[src/rtl/trng_ro_pool_if.sv]
// Valid/ready word stream from the entropy pool to its consumer.
// The master drives valid and data; the slave drives ready.
interface trng_ro_pool_if #(
   parameter int OUT_W = 8
);
   logic             out_valid;
   logic             out_ready;
   logic [OUT_W-1:0] out_data;

   modport master (output out_valid, output out_data, input out_ready);
   modport slave  (input out_valid, input out_data, output out_ready);
endinterface

[src/rtl/trng_ro_pool.sv]
// Ring-oscillator entropy collector: synchronise, XOR-mix, health-test,
// optionally von Neumann debias, pack into words and queue in a small FIFO.
module trng_ro_pool #(
   parameter int N_CH      = 4,
   parameter int OUT_W     = 8,
   parameter int DEPTH     = 4,
   parameter int DIV_W     = 8,
   parameter int REP_LIMIT = 32
) (
   input  logic                         CLK,
   input  logic                         RSTn,
   input  logic                         en,
   input  logic                         debias,
   input  logic [DIV_W-1:0]             div,
   input  logic [N_CH-1:0]              ch_mask,
   input  logic [N_CH-1:0]              ro_in,
   trng_ro_pool_if.master               out_if,
   output logic [$clog2(DEPTH+1)-1:0]   count,
   output logic                         alarm,
   output logic                         overflow,
   input  logic                         status_clr
);
   localparam int AW = $clog2(DEPTH);
   localparam int CW = $clog2(DEPTH+1);
   localparam int RW = $clog2(REP_LIMIT+1);
   localparam int BW = $clog2(OUT_W);

   logic [N_CH-1:0]  sync1_q, sync1_d, sync2_q, sync2_d;
   logic [DIV_W-1:0] div_cnt_q, div_cnt_d;
   logic [RW-1:0]    rep_cnt_q, rep_cnt_d;
   logic             last_q, last_d;
   logic             alarm_q, alarm_d;
   logic             overflow_q, overflow_d;
   logic             phase_q, phase_d;
   logic             first_q, first_d;
   logic [OUT_W-2:0] part_q, part_d;
   logic [BW-1:0]    bit_cnt_q, bit_cnt_d;
   logic [AW-1:0]    rd_ptr_q, rd_ptr_d, wr_ptr_q, wr_ptr_d;
   logic [CW-1:0]    count_q, count_d;
   logic [OUT_W-1:0] mem_q [DEPTH];
   logic [OUT_W-1:0] mem_d [DEPTH];

   logic             mix, tick, rep_hit, sample_ok, acc, acc_bit;
   logic             push, pop, full, push_ok, drop;
   logic [RW-1:0]    rep_nxt;
   logic [OUT_W-1:0] word;

   always_comb begin
      sync1_d   = ro_in;
      sync2_d   = sync1_q;
      mix       = ^(sync2_q & ch_mask);

      tick      = 1'b0;
      div_cnt_d = '0;
      if (en) begin
         if (div_cnt_q == div) tick = 1'b1;
         else                  div_cnt_d = div_cnt_q + DIV_W'(1);
      end

      // rep_cnt of 0 marks "no sample seen since reset/clear"
      rep_nxt = rep_cnt_q;
      if (tick) begin
         if (rep_cnt_q == '0 || mix != last_q)   rep_nxt = RW'(1);
         else if (rep_cnt_q != RW'(REP_LIMIT))   rep_nxt = rep_cnt_q + RW'(1);
      end
      rep_hit   = tick && (rep_nxt == RW'(REP_LIMIT));
      sample_ok = tick && !alarm_q && !rep_hit;

      acc     = 1'b0;
      acc_bit = mix;
      phase_d = phase_q;
      first_d = first_q;
      if (sample_ok) begin
         if (!debias) begin
            acc = 1'b1;
         end else if (!phase_q) begin
            phase_d = 1'b1;
            first_d = mix;
         end else begin
            phase_d = 1'b0;
            acc     = (first_q != mix);
            acc_bit = first_q;
         end
      end
      if (!debias) phase_d = 1'b0;

      // Earliest bit ends at the MSB; the final bit completes the word directly.
      word      = {part_q, acc_bit};
      part_d    = part_q;
      bit_cnt_d = bit_cnt_q;
      push      = 1'b0;
      if (acc) begin
         part_d = word[OUT_W-2:0];
         if (bit_cnt_q == BW'(OUT_W-1)) begin
            push      = 1'b1;
            bit_cnt_d = '0;
         end else begin
            bit_cnt_d = bit_cnt_q + BW'(1);
         end
      end

      pop      = (count_q != '0) && out_if.out_ready;
      full     = (count_q == CW'(DEPTH));
      push_ok  = push && (!full || pop);
      drop     = push && full && !pop;

      rd_ptr_d = pop ? rd_ptr_q + AW'(1) : rd_ptr_q;
      wr_ptr_d = wr_ptr_q;
      mem_d    = mem_q;
      if (push_ok) begin
         mem_d[wr_ptr_q] = word;
         wr_ptr_d        = wr_ptr_q + AW'(1);
      end
      unique case ({push_ok, pop})
         2'b10:   count_d = count_q + CW'(1);
         2'b01:   count_d = count_q - CW'(1);
         default: count_d = count_q;
      endcase

      alarm_d    = alarm_q | rep_hit;
      overflow_d = overflow_q | drop;
      rep_cnt_d  = rep_nxt;
      last_d     = tick ? mix : last_q;
      if (status_clr) begin
         alarm_d    = 1'b0;
         overflow_d = 1'b0;
         rep_cnt_d  = '0;
         last_d     = 1'b0;
      end
   end

   always_ff @(posedge CLK) begin
      if (!RSTn) begin
         sync1_q    <= '0;
         sync2_q    <= '0;
         div_cnt_q  <= '0;
         rep_cnt_q  <= '0;
         last_q     <= 1'b0;
         alarm_q    <= 1'b0;
         overflow_q <= 1'b0;
         phase_q    <= 1'b0;
         first_q    <= 1'b0;
         part_q     <= '0;
         bit_cnt_q  <= '0;
         rd_ptr_q   <= '0;
         wr_ptr_q   <= '0;
         count_q    <= '0;
         mem_q      <= '{default: '0};
      end else begin
         sync1_q    <= sync1_d;
         sync2_q    <= sync2_d;
         div_cnt_q  <= div_cnt_d;
         rep_cnt_q  <= rep_cnt_d;
         last_q     <= last_d;
         alarm_q    <= alarm_d;
         overflow_q <= overflow_d;
         phase_q    <= phase_d;
         first_q    <= first_d;
         part_q     <= part_d;
         bit_cnt_q  <= bit_cnt_d;
         rd_ptr_q   <= rd_ptr_d;
         wr_ptr_q   <= wr_ptr_d;
         count_q    <= count_d;
         mem_q      <= mem_d;
      end
   end

   assign out_if.out_valid = (count_q != '0);
   assign out_if.out_data  = mem_q[rd_ptr_q];
   assign count            = count_q;
   assign alarm            = alarm_q;
   assign overflow         = overflow_q;
endmodule

[src/flat_wrapper.sv]
// flat-port wrapper written by rule: the top's interface ports become plain ports
module trng_ro_pool_flat 
#(
   parameter int N_CH      = 4,
   parameter int OUT_W     = 8,
   parameter int DEPTH     = 4,
   parameter int DIV_W     = 8,
   parameter int REP_LIMIT = 32
)
  (CLK, RSTn, en, debias, div, ch_mask, ro_in, count, alarm, overflow, status_clr, out_if_out_valid, out_if_out_data, out_if_out_ready);
  trng_ro_pool_if #(.OUT_W(OUT_W)) out_if_i ();
  input  logic CLK;
  input  logic RSTn;
  input  logic en;
  input  logic debias;
  input  logic [DIV_W-1:0] div;
  input  logic [N_CH-1:0] ch_mask;
  input  logic [N_CH-1:0] ro_in;
  output logic [$clog2(DEPTH+1)-1:0] count;
  output logic alarm;
  output logic overflow;
  input  logic status_clr;
  output wire logic [$bits(out_if_i.out_valid)-1:0] out_if_out_valid;
  output wire logic [$bits(out_if_i.out_data)-1:0] out_if_out_data;
  input wire logic [$bits(out_if_i.out_ready)-1:0] out_if_out_ready;
  assign out_if_out_valid = out_if_i.out_valid;
  assign out_if_out_data = out_if_i.out_data;
  assign out_if_i.out_ready = out_if_out_ready;
  trng_ro_pool #(.N_CH(N_CH), .OUT_W(OUT_W), .DEPTH(DEPTH), .DIV_W(DIV_W), .REP_LIMIT(REP_LIMIT)) u_core (.CLK(CLK), .RSTn(RSTn), .en(en), .debias(debias), .div(div), .ch_mask(ch_mask), .ro_in(ro_in), .out_if(out_if_i), .count(count), .alarm(alarm), .overflow(overflow), .status_clr(status_clr));
endmodule
[config.mk]
export PLATFORM = sky130hd
export DESIGN_NAME = trng_ro_pool_flat
export DESIGN_NICKNAME = d
export VERILOG_FILES = /design/src/rtl/trng_ro_pool_if.sv /design/src/rtl/trng_ro_pool.sv /design/src/flat_wrapper.sv
export SDC_FILE = /design/constraint.sdc
export NUM_CORES = 1
export LEC_CHECK = 0
export CELL_PAD_IN_SITES_DETAIL_PLACEMENT = 1
export CELL_PAD_IN_SITES_GLOBAL_PLACEMENT = 1
export CORE_MARGIN = 2
export CORE_UTILIZATION = 48
export CTS_CLUSTER_SIZE = 14
export DETAILED_ROUTE_END_ITERATION = 7
export PLACE_DENSITY = 0.95
export SETUP_SLACK_MARGIN = 0.5
export SYNTH_ARGS = -nofsm -noshare
export SYNTH_HDL_FRONTEND = slang
export SYNTH_SLANG_ARGS = --single-unit
[constraint.sdc]
create_clock -name CLK -period 10.2 [get_ports CLK]
set_input_delay 1.02 -clock CLK [delete_from_list [all_inputs] [get_ports CLK]]
set_output_delay 1.02 -clock CLK [all_outputs]
set_load 0.03 [all_outputs]
### Word-level counts from Yosys, hierarchy flattened

Cells that the tools add are included.

| storage, ports and cells | value |
|---|---|
| memory bits (writable) | 0 |
| memories kept | 0 |
| output and inout port bits | 14 |
| bits in registers | 76 |
| latch bits | 0 |
| input port bits | 22 |
| ROM bits | 0 |

| operators by class | value |
|---|---|
| magnitude comparators | 3 |
| divide/modulo/power cells | 0 |
| equality and inequality tests | 9 |
| reduce and logical (&&, ||, !) cells | 22 |
| shift operators | 0 |
| multiply operators | 0 |
| bitwise operators | 7 |
| mux-type cells | 22 |
| add/subtract/negate cells | 7 |

Operator list:

| cell | number |
|---|---|
| 32-bit bitwise mux | 1 |
| 8-bit 2-to-1 mux | 3 |
| 6-bit 2-to-1 mux | 3 |
| 8-bit binary-select mux with 2-bit select | 1 |
| 8-bit demux with 2-bit select | 1 |
| 1-bit 2-to-1 mux | 11 |
| 8-bit by 1-bit adder with 8-bit output (second input constant) | 1 |
| 8-bit equality test | 1 |
| 1-bit logical AND | 8 |
| 3-bit by 1-bit adder with 3-bit output (second input constant) | 2 |
| 6-bit by 1-bit adder with 6-bit output (second input constant) | 1 |
| 3-bit equality test (second input constant) | 2 |
| 6-bit equality test (second input constant) | 1 |
| 3-bit >= comparator (second input constant) | 2 |
| 6-bit logical NOT | 1 |
| 6-bit != test (second input constant) | 1 |
| 2-bit inverter with 3-bit output | 2 |
| 3-bit case mux with 2 select lines | 1 |
| 2-bit by 1-bit adder with 2-bit output (second input constant) | 2 |
| 4-bit AND | 1 |
| 1-bit logical NOT | 4 |
| 2-bit AND reduction | 2 |
| 4-bit XOR reduction | 1 |
| 3-bit by 1-bit less-than comparator with 1-bit output (second input constant) | 1 |
| other kinds (12) | 16 |

### Depth between registers and ports, before layout

Gate-level depths: netlist of the first run.

| logic depth | value |
|---|---|
| depth after elaboration | 15 |
| gate-level depth with buffers | 14 |

### Worst setup path before layout of the first run

No wires, ideal clock.

| path | value |
|---|---|
| path type | in2reg |
| start | in div[5] |
| end | reg u_core.count_q[2] (netlist: u_core.count[2]) |
| data required time | 10.124 ns |
| stages on the path | 12 |
| setup slack | 6.125 ns |
| data arrival time | 3.999 ns |
| cells stage by stage | xor2_1 -> nor4_2 -> nand3_2 -> a311o_1 -> a2111oi_4 -> nand4b_2 -> ha_1 -> inv_1 -> fa_1 -> xor2_1 -> or3_1 -> a21boi_0 |

| between the ends | value |
|---|---|
| word-level cells in the longest chain between the ends | 13 |
| elaborated cells on any way between the ends | 16 |

Ends and longest elaborated chain:

| element | line | source |
|---|---|---|
| start, declared | flat_wrapper.sv:16 | `input logic [DIV_W-1:0] div;` |
| 8-bit equality test * | trng_ro_pool.sv:56 | `if (div_cnt_q == div) tick = 1'b1;` |
| 1-bit 2-to-1 mux * | trng_ro_pool.sv:56 |  |
| 1-bit 2-to-1 mux * | trng_ro_pool.sv:55 | `if (en) begin` |
| 6-bit 2-to-1 mux | trng_ro_pool.sv:62 | `if (tick) begin` |
| 6-bit equality test | trng_ro_pool.sv:66 | `rep_hit = tick && (rep_nxt == RW'(REP_LIMIT));` |
| 1-bit logical AND | trng_ro_pool.sv:66 |  |
| 1-bit logical NOT | trng_ro_pool.sv:67 | `sample_ok = tick && !alarm_q && !rep_hit;` |
| 1-bit logical AND * | trng_ro_pool.sv:67 |  |
| 1-bit 2-to-1 mux * | trng_ro_pool.sv:73 | `if (sample_ok) begin` |
| 1-bit 2-to-1 mux * | trng_ro_pool.sv:92 | `if (acc) begin` |
| 1-bit logical AND * | trng_ro_pool.sv:104 | `push_ok = push && (!full \|\| pop);` |
| 2-bit by 1-bit equality test with 1-bit output or 2-bit equality test (tied branches) | trng_ro_pool.sv:114 | `unique case ({push_ok, pop})` |
| 3-bit case mux with 2 select lines or 2-bit nonzero test (tied branches) | n/a |  |
| end signal, assigned | trng_ro_pool.sv:163 | `count_q <= count_d;` |
| end, declared | trng_ro_pool.sv:39 | `logic [CW-1:0] count_q, count_d;` |

Mark *: on every way between the ends. The rest lies on a longest branch, timed or not.
A chain may end at the register's enable or synchronous reset.

### Worst setup path in the final report of the first run

Ends and elaborated chain as after synthesis.

==> results of run 1 <==
==> layout by cell type (no fill, tap or decap), drive strengths merged, types with 2 or more instances in the layout <==
cell / count
nor2: 23
a21boi: 2
mux2i: 41
nor2b: 13
xor2: 17
nand2: 50
nor3b: 2
nand2b: 4
o21a: 2
inv: 19
dfxtp: 76
xnor2: 7
and3: 4
bufinv: 2
clkbuf: 10
mux4: 8
clkdlybuf4s50: 34
xnor3: 2
nor3: 5
or3: 4
nand3: 14
ha: 10
nor4: 2
and2: 14
a31oi: 2
a21oi: 7
o21ai: 5
==> logic make-up after synthesis <==
kind of cell	share of synthesized area [%]
and+or+nand+nor	21.0
DFF	42.5
muxes	16.5
buffers and inverters	3.25
xor gates and xnor gates	7.65
AOI/OAI and AO/OA	5.07
adders and majority gates	4.05
==> power by group through the flow <==
stage | registers, mW | clock network, mW | logic [mW]
after floorplan | 0.306 | 0 | 0.0126
after global placement | 0.306 | 0 | 0.0227
after detailed placement | 0.306 | 0 | 0.0236
after CTS | 0.299 | 0.262 | 0.0242
after global routing | 0.300 | 0.276 | 0.0262
final | 0.299 | 0.258 | 0.0241
==> per-layer routing <==
metal	part of all wire, %	up-vias	routed length, um
met1	42	1355	3900
met2	52	51	4830
met3	2.6	23	241
met5	0	-	0
met4	2.6	0	238
li1	-	1295	-
==> cell type report <==
cell class | instances | area (sq um) | area share (%)
multi-input cells | 255 | 1940 | 46.0
inverters | 18 | 67.6 | 1.60
flip-flops and latches | 76 | 1520 | 36.0
repair buffers | 35 | 345 | 8.18
well taps | 99 | 124 | 2.93
clock inverters | 5 | 85.1 | 2.01
clock buffers | 10 | 138 | 3.26
==> critical path, delay by kind of cell <==
kind,cells,cell delay (ns)
and+or+nand+nor,4,1.45
AOI/OAI and AO/OA,3,1.09
adders and majority gates,2,0.63
buffers and inverters,2,0.49
xor gates and xnor gates,2,0.35
==> how the worst max path moves through the flow <==
stage | to | slack, ns | depth (start not counted)
2_1_floorplan | u_core.count[2]$_SDFFE_PN0P_ | 6.13 | 12
3_3_place_gp | u_core.count[2]$_SDFFE_PN0P_ | 5.39 | 13
3_5_place_dp | u_core.count[2]$_SDFFE_PN0P_ | 5.06 | 13
4_1_cts | u_core.count[2]$_SDFFE_PN0P_ | 5.44 | 13
5_1_grt | u_core.count[2]$_SDFFE_PN0P_ | 5.19 | 13
6_report | u_core.count[2]$_SDFFE_PN0P_ | 5.44 | 13
==> stage by stage <==
| stage | utilization [%] | hold WS [ns] |
|---|---|---|
| 3_5_place_dp | 55.2 | 0.428 |
| 3_3_place_gp | 55.2 | 0.416 |
| 6_report | 58.2 | 0.450 |
| 5_1_grt | 58.2 | 0.457 |
| 2_1_floorplan | - | 0.412 |
| 4_1_cts | 58.2 | 0.458 |
==> state kept, by name, summed over array words and instances, names as in the netlist <==
name and count:
u_core.mem_q 32, u_core.bit_cnt_q 3, u_core.overflow 1, u_core.count 3, u_core.wr_ptr_q 2, u_core.sync2_q 4, u_core.phase_q 1, u_core.part_q 7
u_core.rd_ptr_q 2, u_core.sync1_q 4, u_core.div_cnt_q 8, u_core.first_q 1, u_core.last_q 1, u_core.rep_cnt_q 6, u_core.alarm 1
==> qor.yml, run 1 <==
r2r_slack_ns: 6.17
leakagePower_nw: 1.57
total_power_mw: 0.582
fin_crit_sh_pct: 46.6
met2_usage_pct: 42.5
antenna_found_initial: 0
drive_above_1_share_pct: 9.27
max_stage_delay_ns: 0.49
synth_edf_count: 0
required_ns: 10.47
startpoint: "div[5]"
holdBufCountCts: 0
min_from: "u_core.sync1_q[0]$_SDFF_PN0_"
insertion_delay_ns: 0.35
layout_setup_ws_ns: 5.44
synth_area_sq_um: 3580
outcome: "completed"
ys_types: 49
setup_viol: 0
final.setup.tns_ns: 0
htreeDepth: 3
finalCriticalPeriod_ns: 4.76
nets: 428
rsz0062_at_grt: "false"
final_hold_viol_count: 0
vias: 2724
ys.flop_type: "dfxtp_1"
dp_hpwl_um: 6140
cts.clk_slew.worst_paths_ns: 0.08
cts_buffer_depth: 2
dpl_cell_area_sq_um: 4000
floorplan.initialDensity_pct: 49.4
slowest_stage: "a2111oi_4"
maxCapViolCount: 0
ys_top_cells_by_area: "dfxtp_1, mux2i_1, nand2_1, mux4_2, xor2_1"
root_buffer: "clkbuf_8"
worstSetupStartpointType: "primary input"
relSlewSlack_pct: 26.5
yosys_warnings: 0
totalWireLength_um: 9210
drtIter0Drc: 87
switching_share_pct: 21.8
dieWidth_um: 90.4
r2r_cells: 12
dpl_worst_slack_ns: 5.06
ys_seq_area_share_pct: 42.5
syn_inst: 361
use_met3_pct: 4.09
p_clk_share_pct: 44.4
async_flop_share_pct: 0
viasPerCell: 5.47
power_frac_seq_pct: 51.5
antenna_left: 0
cp_cell_sequence: "clkdlybuf4s50_1 > xor2_1 > nor4_2 > nand3_2 > a311o_1 > a2111oi_4 > nand4b_2 > ha_1 > inv_1 > fa_1 > xor2_1 > or3_1 > a21boi_0"
grt_usage_pct: 23.6
design_area_sq_um: 4220
grt.busiest_layer: "met2"
r2r-end: "u_core.count[2]$_SDFFE_PN0P_"
p_int_mw: 0.455
endpoint_kind: "flop"
stdcell_count: 498
gp_congestion: 0.840
numCtsBuffers: 9
hold_path_class: "flop to flop"
drc_errors: 0
path_class: "primary input to flop"
cts.repair.resized: 0
syn_nets: 394
synth_top_cell_area_share_pct: 42.5
combPwrFrac_pct: 4.1
num_io_pins: 36
cts_setup_buffers: 0
tightest_slew_ns: 1.10
diodes: 0
first_pass_iters: 4
dieHeight_um: 90.4
crit_top_cell: "xor2_1"
wl_per_cell_um: 18.5
hold_depth: 1
synth_most_common_cell: "dfxtp_1"
dp.cells: 483
p_switching_mw: 0.127
cts.sinks: 76
port_buffers: 35
cts_tree: "yes"
avgSynthCellArea_sq_um: 9.92
area_growth_pct: 18.0
core-area_sq_um: 7250
grt_max_degree: 71
yosys-top-cells-count: "dfxtp_1, nand2_1, mux2i_1"
num-fill-cells: 804
std_cell_rows: 31
arrival_ns: 5.03
report.final.slew_viol_count: 0
whs_endpoint: "u_core.sync2_q[0]$_SDFF_PN0_"
first_global_vias: 2982
yosys.area.top_type: "dfxtp_1"
worstPathMaxFanout: 16
finClkSkew_ns: 0.00679
synth_seq_cells: 76
grt_overflow_total: 0
vdd_drop_max_mv: 0.0557
dieArea_sq_um: 8170
max_clock_freq_mhz: 210
globalRouteMet1Util_pct: 27.2
grt_pass1_wl_um: 15100
powerDensity_nw_per_um2: 138
r2r-start: "u_core.div_cnt_q[3]$_SDFF_PP0_"
Note: power is estimated with default switching activity, not from simulation.
==> inputs of run 2 (changes only) <==
--- a/config.mk
+++ b/config.mk
@@ -8,10 +8,10 @@
 export CELL_PAD_IN_SITES_DETAIL_PLACEMENT = 1
 export CELL_PAD_IN_SITES_GLOBAL_PLACEMENT = 1
 export CORE_MARGIN = 2
-export CORE_UTILIZATION = 48
+export CORE_UTILIZATION = 44
 export CTS_CLUSTER_SIZE = 14
 export DETAILED_ROUTE_END_ITERATION = 7
-export PLACE_DENSITY = 0.95
+export PLACE_DENSITY = 0.91
 export SETUP_SLACK_MARGIN = 0.5
 export SYNTH_ARGS = -nofsm -noshare
 export SYNTH_HDL_FRONTEND = slang
==> constraint.sdc (replaced) <==
create_clock -name CLK -period 4.45 [get_ports CLK]
set_input_delay 0.445 -clock CLK [delete_from_list [all_inputs] [get_ports CLK]]
set_output_delay 0.445 -clock CLK [all_outputs]
set_load 0.03 [all_outputs]
==> qor.yml, run 2 (synthesis results as in run 1) <==
crit_family: "compound AO/OA/AOI/OAI gates"
area_growth_pct: 17.8
dieWidth_um: 94.2
core-area_sq_um: 7810
cp_num_buf_inv: 2
cts.sinks: 76
arrival_ns: 4.00
cts.repair.resized: 0
rsz0062_at_grt: "false"
cts_setup_buffers: 0
cp_num_cells: 13
outcome: "completed"
std_cell_rows: 32
cts_tree: "yes"
maxCapViolCount: 0
slowest_stage: "a2111oi_4"
report.final.slew_viol_count: 0
worstSetupStartpointType: "primary input"
vdd_drop_max_mv: 0.137
nets: 431
totalWireLength_um: 8360
cp_cell_sequence: "clkdlybuf4s50_1 > nand2_2 > xnor2_4 > xnor3_1 > a311o_1 > a2111oi_4 > nand4b_2 > ha_1 > inv_1 > fa_1 > xor2_1 > or3_1 > a21boi_0"
cts_buffer_depth: 2
dieArea_sq_um: 8880
tightest_slew_ns: 0.729
leakagePower_nw: 1.57
grt_overflow_total: 0
reg.largest.list: "u_core.mem_q x32, u_core.div_cnt_q x8, u_core.part_q x7"
grt_max_degree: 46
final_cell_mix: "dfxtp_1, nand2_1, mux2i_1"
hold_path_class: "flop to flop"
insertion_delay_ns: 0.37
diodes: 0
largest_reg_flops: 32
relSlewSlack_pct: 51.4
final_hold_viol_count: 0
path_class: "primary input to flop"
viasPerCell: 5.35
gp_congestion: 0.788
r2r_cells: 13
dpl_cell_area_sq_um: 4030
fin_crit_sh_pct: 83.4
endpoint_kind: "flop"
htreeDepth: 3
wl_per_cell_um: 16.6
layout_commonest_cell: "dfxtp_1"
worstPathMaxFanout: 6
setup_viol: 0
drtIter0Drc: 74
grt_pass1_wl_um: 14200
dieHeight_um: 94.2
fin_util_pct: 54.0
holdBufCountCts: 0
hold_depth: 1
vias: 2704
max_clock_freq_mhz: 269
first_pass_iters: 4
required_ns: 4.74
port_buffers: 35
num_io_pins: 36
dp_hpwl_um: 5810
antenna_found_initial: 0
design_area_sq_um: 4220
antenna_left: 0
numCtsBuffers: 9
first_global_vias: 2933
finClkSkew_ns: 0.0120
top_register: "u_core.mem_q"
final.setup.tns_ns: 0
drive_above_1_share_pct: 9.93
grt_usage_pct: 20.9
powerDensity_nw_per_um2: 300
max_stage_delay_ns: 0.49
floorplan.initialDensity_pct: 45.9
finalCriticalPeriod_ns: 3.71
drc_errors: 0
cts.clk_slew.worst_paths_ns: 0.08
root_buffer: "clkbuf_8"
[run 2: changes by cell type in the layout (fill, tap and decap cells not counted)]
cell        change
clkbuf_1        +1
clkinvlp_4      +1
bufinv_16       -1
buf_4           +3
clkbuf_8        -1
clkinv_2        +2
clkinv_4        -1
[run 2: path summary, 6_finish.rpt]
check	from	endpoint	slack [ns]
setup reg to reg	u_core.rep_cnt_q[0]$_SDFF_PP0_	u_core.count[2]$_SDFFE_PN0P_	0.86
hold reg to reg	u_core.sync1_q[1]$_SDFF_PN0_	u_core.sync2_q[1]$_SDFF_PN0_	0.44
hold / removal	u_core.sync1_q[1]$_SDFF_PN0_	u_core.sync2_q[1]$_SDFF_PN0_	0.44
setup / recovery	ch_mask[1]	u_core.count[2]$_SDFFE_PN0P_	0.74
[run 2: where the power goes]
group	internal, mW	switching, mW	total (mW)
Sequential	0.684	0.00272	0.686
Combinational	0.0287	0.0263	0.0550
Clock	0.259	0.265	0.524
Total	0.971	0.294	1.27
[run 2: layout make-up]
class	count	area [sq um]
inverters	18	67.6
clock buffers	10	128
fillers	887	3590
well taps	102	128
multi-input cells	255	1940
flip-flops and latches	76	1520
repair buffers	38	368
clock inverters	6	63.8
[run 2: stage by stage]
stage	hold WS (ns)	instances	power [mW]	setup WS [ns]
final	0.436	505	1.27	0.739
after global routing	0.457	505	1.31	0.559
after CTS	0.441	505	1.28	0.729
after detailed placement	0.423	489	0.757	0.359
after global placement	0.427	489	0.755	0.521
after floorplan	0.412	361	0.730	0.950
[run 2: per-layer routing]
metal  GRT usage (%)  vias to the layer above  part of all wire [%]
li1                -                     1303                     -
met1            24.9                     1336                    44
met2            36.5                       51                    50
met3            4.41                       14                   3.7
met4            8.70                        0                   1.9
met5               0                        -                     0
